## src/rtl/g_reg_file_sb.sv

```systemverilog
// rtl/g_reg_file_sb.sv - register file with per-register reservation scoreboard
// Optional macro G_REG_WB_BYPASS_EN: same-cycle write-back forwarding to the read ports and hazard check.
module g_reg_file_sb #(
    parameter int W_OPR    = 32,
    parameter int REG_N    = 16,
    parameter int W_RD     = $clog2(REG_N),
    parameter int CNT_W    = 2,
    parameter int ZERO_REG = 0
) (
    input  logic             clk,
    input  logic             reset,
    input  logic [W_RD-1:0]  r0_i,
    input  logic [W_RD-1:0]  r1_i,
    output logic [W_OPR-1:0] r_opr0_o,
    output logic [W_OPR-1:0] r_opr1_o,
    output logic             reserved_o,
    input  logic             w_reserve_i,
    input  logic [W_RD-1:0]  w_reserve_r_i,
    output logic             res_full_o,
    input  logic             wb_i,
    input  logic [W_RD-1:0]  wb_r_i,
    input  logic [W_OPR-1:0] result_i,
    output logic             err_o
);

    localparam logic [CNT_W-1:0] CNT_MAX = '1;

    logic [W_OPR-1:0] data_q [REG_N];
    logic [CNT_W-1:0] cnt_q  [REG_N];
    logic             err_q;
    logic [REG_N-1:0] res_hit;
    logic [REG_N-1:0] wb_hit;
    logic             err_set;

    function automatic logic is_zero(input logic [W_RD-1:0] idx);
        return (ZERO_REG != 0) && (idx == '0);
    endfunction

    function automatic logic [W_OPR-1:0] rd_data(input logic [W_RD-1:0] idx);
        if (is_zero(idx))
            return '0;
`ifdef G_REG_WB_BYPASS_EN
        if (wb_i && (wb_r_i == idx))
            return result_i;
`endif
        return data_q[idx];
    endfunction

    // With forwarding, a write-back landing this cycle retires one pending write early.
    function automatic logic busy(input logic [W_RD-1:0] idx);
`ifdef G_REG_WB_BYPASS_EN
        if (wb_i && (wb_r_i == idx))
            return cnt_q[idx] > CNT_W'(1);
`endif
        return cnt_q[idx] != '0;
    endfunction

    always_comb begin
        err_set = 1'b0;
        for (int i = 0; i < REG_N; i++) begin
            res_hit[i] = w_reserve_i && (w_reserve_r_i == W_RD'(i)) && !is_zero(W_RD'(i));
            wb_hit[i]  = wb_i && (wb_r_i == W_RD'(i)) && !is_zero(W_RD'(i));
            if (res_hit[i] && !wb_hit[i] && (cnt_q[i] == CNT_MAX))
                err_set = 1'b1;
            if (wb_hit[i] && !res_hit[i] && (cnt_q[i] == '0))
                err_set = 1'b1;
        end
    end

    always_ff @(posedge clk) begin
        if (reset) begin
            for (int i = 0; i < REG_N; i++) begin
                data_q[i] <= '0;
                cnt_q[i]  <= '0;
            end
            err_q <= 1'b0;
        end else begin
            for (int i = 0; i < REG_N; i++) begin
                if (wb_hit[i])
                    data_q[i] <= result_i;
                // Counter saturates at both ends; the overflow/underflow is flagged in err_q.
                if (res_hit[i] && !wb_hit[i] && (cnt_q[i] != CNT_MAX))
                    cnt_q[i] <= cnt_q[i] + CNT_W'(1);
                else if (wb_hit[i] && !res_hit[i] && (cnt_q[i] != '0))
                    cnt_q[i] <= cnt_q[i] - CNT_W'(1);
            end
            if (err_set)
                err_q <= 1'b1;
        end
    end

    always_comb begin
        r_opr0_o   = rd_data(r0_i);
        r_opr1_o   = rd_data(r1_i);
        reserved_o = busy(r0_i) || busy(r1_i);
        res_full_o = (cnt_q[w_reserve_r_i] == CNT_MAX);
        err_o      = err_q;
    end

endmodule

```

## config.mk

```make
export PLATFORM = sky130hd
export DESIGN_NAME = g_reg_file_sb
export DESIGN_NICKNAME = d
export VERILOG_FILES = /design/src/rtl/g_reg_file_sb.sv
export SDC_FILE = /design/constraint.sdc
export NUM_CORES = 1
export LEC_CHECK = 0
export BUFFER_PORTS_ARGS = -buffer_cell sky130_fd_sc_hd__buf_4
export CAP_MARGIN = 25
export CORE_MARGIN = 2
export CORE_UTILIZATION = 60
export DETAILED_ROUTE_END_ITERATION = 16
export MAX_ROUTING_LAYER = met4
export PLACE_DENSITY = 0.81
export SLEW_MARGIN = 20
export SYNTH_ARGS = -nofsm -noshare
export SYNTH_HDL_FRONTEND = slang
export SYNTH_SLANG_ARGS = --single-unit
```

## constraint.sdc

```tcl
create_clock -name clk -period 10.7 [get_ports clk]
set_input_delay 1.07 -clock clk [delete_from_list [all_inputs] [get_ports clk]]
set_output_delay 1.07 -clock clk [all_outputs]
set_load 0.005 [all_outputs]
```

# Word level (Yosys, flattened, before mapping)

Memory sizes are Yosys's and may differ from the RTL's.
Index checks and enable logic that the tools add are counted.
W data, S select, Z words.

Flip-flop bits (word level): 1
Memories kept: 2
Output and inout port bits: 67
RAM bits: 544
Logic and storage cells: 585

Memories:

| name   | depth | width | rd ports | clocked after Yosys merged registers in | write ports | RTL line | RTL |
|---|---|---|---|---|---|---|---|
| data_q | 16    | 32    | 2        | 0                                       | 16          | 28       | `logic [W_OPR-1:0] data_q [REG_N];` |
| cnt_q  | 16    | 2     | 19       | 0                                       | 16          | 29       | `logic [CNT_W-1:0] cnt_q [REG_N];` |

$add $sub $neg: 32
Mux-type cells: 242
Bitwise operators: 48
Equal/unequal tests: 63
Reduce and logical (&&, ||, !) cells: 197

Operator list:

| operator              | count |
|---|---|
| $mux W32              | 16 |
| $mux W1               | 194 |
| $logic_and A1 B1 Y1   | 128 |
| $eq A4 B4 Y1 const B  | 16 |
| $mux W2               | 32 |
| $or A1 B1 Y1          | 48 |
| $reduce_bool A2 Y1    | 18 |
| $eq A2 B2 Y1 const B  | 17 |
| $add A2 B1 Y2 const B | 16 |
| $eq A4 B3 Y1 const B  | 8 |
| $logic_not A1 Y1      | 32 |
| $logic_not A2 Y1      | 16 |
| $ne A2 B2 Y1 const B  | 16 |
| $sub A2 B1 Y2 const B | 16 |
| $eq A4 B2 Y1 const B  | 4 |
| $eq A4 B1 Y1 const B  | 2 |
| $logic_not A4 Y1      | 2 |
| $logic_or A1 B1 Y1    | 1 |

# Depth between registers and ports, before layout

Depth after elaboration: 37
Mapped depth: 7
Depth with buffers taken out: 6

# Worst setup path before layout

Ideal clock, no wire load.

Kind: input -> register
From: input wb_r_i[0]
To: memory data_q[12][0] (enable)
Data required time: 10.234 ns
Path slack: 6.525 ns
Data arrival time: 3.709 ns
Buffers on the path: 0
Stages on the path: 2
Path through: or2_2 -> o21ai_0

RTL lines:

| what               | RTL line | RTL |
|---|---|---|
| start: declaration | 21       | `input logic [W_RD-1:0] wb_r_i,` |
| end: declaration   | 28       |  |

# Worst setup path after layout

From: input r0_i[0]
To: output r_opr0_o[29]

Longest elaborated chain between the ends: 1

RTL lines:

| what               | RTL line | RTL |
|---|---|---|
| start: declaration | 12       | `input logic [W_RD-1:0] r0_i,` |
| $mem_v2 Z16 W32    | -        |  |
| end: declaration   | 14       | `output logic [W_OPR-1:0] r_opr0_o,` |

No other way between the ends.

==> results by group <==
Timing
  – Final worst slack: 5.74 ns
  – Minimum hold slack: 0.652 ns
  – Setup violators final: 0
  – Max Freq: 0.201 GHz
  – Final Hold Vio Count: 0
  – RSZ-0062 raised after global routing: false
  – Max Slew Vio Count: 0
  – Part of the cycle the worst path needs: 0.464
  – Slew HR: 0.323
  – Tmin final: 4.96 ns
  – Clk_skew: 0.00922 ns
  – Worst Max-Slew Pin Slew: 1.01 ns
  – Sum of negative setup slack: 0 ns

GRT
  – Antenna violations before repair: 2
  – GR Util met1: 0.454
  – Largest net degree at the start of global routing: 78
  – First-pass GRT wire length: 119000 um
  – M3 GR Usage: 0.0725
  – Vias in the first global route: 18600
  – Met2 Track Usage GR: 0.560
  – Grt peak-use layer: met2
  – Total gr overflow: 0
  – Total global-route track usage: 0.358

Detailed routing
  – DRC: 0
  – Via/cell ratio: 7.39
  – Via count: 17800
  – ANT nets after route: 0
  – First drt pass iteration count: 6
  – Wire per inst: 33.6 um
  – Wirelength, routed: 81000 um
  – Starting DRC count in detailed routing: 2582

Hold path
  – Worst hold path type: flop to flop

Run status
  – Status: completed

Die
  – Die Height: 220 um
  – Die area: 48200 sq um
  – DIE WIDTH: 220 um
  – Starting Density: 0.612
  – Core area: 45600 sq um
  – I/O pins: 119
  – FP Rows: 78

Place
  – GPL Wtd Cong: 0.955
  – # placed instances: 2317
  – Setup WS pre-CTS: 5.71 ns
  – # port buffers: 118
  – Hpwl dp: 43200 um

Setup path
  – Crit end category: output port
  – Startpoint types: input pin
  – CP Data Required Time: 9.63 ns
  – CP arrival: 3.89 ns
  – Critical path peak fanout: 56
  – WS Path Type: input pin to output port

Final layout
  – P&R area growth vs syn: 10.8%
  – Layout net count: 1828
  – Fill cell total of the finished layout: 2848
  – Layout cells sized above 1: 0.327
  – Post-Layout Cell Count: 2414

Synthesis
  – Synth Register Bits: 545
  – Top cell type's share of synthesized area: 0.586
  – Sequential-to-total area share from yosys stat: 0.587
  – Syn_area_per_cell: 16.4 sq um
  – Warnings from Yosys: 0
  – Unique masters post-synth: 55
  – Number of synthesized flops with an enable pin: 544
  – Cell with the most instances after synthesis: edfxtp_1
  – Syn Inst Count: 1700
  – Ranking of synthesized cells by area: edfxtp_1 (59%), mux4_2 (27%), nor2_1 (4.4%)
  – Mapped Area: 27900 sq um
  – Syn Nets: 1754
  – Top cell type by total area after synthesis: edfxtp_1
  – Synth async-reset ratio: 0
  – Ys flop type: edfxtp_1
  – Top cells by instance count after synthesis: edfxtp_1 (544), mux4_2 (334), nor2_1 (326)

Pwr
  – PwrDens: 165 nW/um^2
  – P_leak: 10.3 nW
  – Max VDD drop: 0.000124 V

Clock network
  – Post-CTS Hold Buffers: 0
  – Max Buffers Root-to-Sink: 3
  – Setup bufs post-CTS: 0
  – Root Driver: clkbuf_16
  – CTS Sinks: 545
  – H-tree Lvls: 2
  – CTS tree: built
  – # resized after CTS: 0
  – CTS buffer count: 53
  – Clk Latency, worst-skew pair: 0.60 ns
  – CTS clk-pin slew, worst paths: 0.05 ns

Run
  – Max Cap Viol: 0
-- critical path, stage by stage --
cell	delay, ns
clkbuf_8	0.56
buf_4	0.82
mux4_2	0.61
mux4_2	0.57
buf_4	0.17
-- kinds of logic (layout without fill, tap and decap cells) --
family	Yosys count	after routing	synth area share
flops	545	545	0.587
fa+ha+maj	2	2	0.000897
xor+xnor	9	9	0.00283
other cells	0	2	0
compound gates	116	116	0.0291
mux	336	336	0.271
buf+inv	172	284	0.0300
simple gates	520	520	0.0799
-- stage by stage --
step | instance area [sq um] | total power [mW] | util
after floorplan | 27900 | 3.04 | -
after global placement | 29200 | 3.27 | 0.641
after detailed placement | 29200 | 3.30 | 0.641
after CTS | 30800 | 5.09 | 0.677
after global routing | 30900 | 5.21 | 0.678
final | 30900 | 5.09 | 0.678
-- per-layer routing --
layer | share of wire | routed length [um]
met4 | 0.054 | 4420
met3 | 0.14 | 11000
met1 | 0.33 | 26500
met5 | 0 | 0
met2 | 0.48 | 39200
-- cell type report --
cell class / instances / area (sq um) / area share
clock inverter: 32 / 255 / 0.00826
timing repair buffer: 154 / 1210 / 0.0391
sequential: 545 / 16400 / 0.530
tap: 600 / 751 / 0.0243
multi-input combinational: 983 / 10800 / 0.350
inverter: 37 / 139 / 0.00450
clock buffer: 61 / 1380 / 0.0446
antenna: 2 / 5.00 / 0.000162
-- where the power goes --
part           internal [mW]  leakage, nW  switching, mW  total (mW)
clock network           1.01        0.795          0.800        1.81
logic                  0.337         4.25          0.345       0.683
registers               2.51         5.27         0.0892        2.60
-- registers in the layout, summed over array words and instances, names as in the netlist --
name and flops:
cnt_q 32, err_o 1, data_q 512
-- cells in the final DEF, fill, tap and decap left out, types with 5 or more instances in the layout --
| cell | instances |
|---|---|
| and3_1 | 5 |
| nor3_1 | 7 |
| a2111o_1 | 5 |
| clkbuf_1 | 7 |
| o21ai_4 | 5 |
| inv_1 | 36 |
| a21oi_1 | 29 |
| clkbuf_16 | 54 |
| clkinv_2 | 8 |
| o211ai_1 | 13 |
| nor2_1 | 325 |
| buf_4 | 148 |
| mux4_2 | 334 |
| nand2_2 | 20 |
| nand3b_1 | 11 |
| edfxtp_1 | 544 |
| o21ai_0 | 15 |
| clkinv_1 | 17 |
| nand2_1 | 75 |
| a211oi_1 | 9 |
| xor2_1 | 7 |
| nand3_1 | 10 |
| o2111ai_1 | 11 |
| and2_1 | 37 |
-- final timing paths --
check	from	end	slack [ns]	cells after the start
setup / recovery	r0_i[0]	r_opr0_o[29]	5.74	5
hold / removal	cnt_q[10][0]	cnt_q[10][0]	0.65	1
setup reg to reg	cnt_q[6][0]	err_o	8.77	5
hold reg to reg	cnt_q[10][0]	cnt_q[10][0]	0.65	1
No activity file was read; power rests on OpenSTA's default activity.
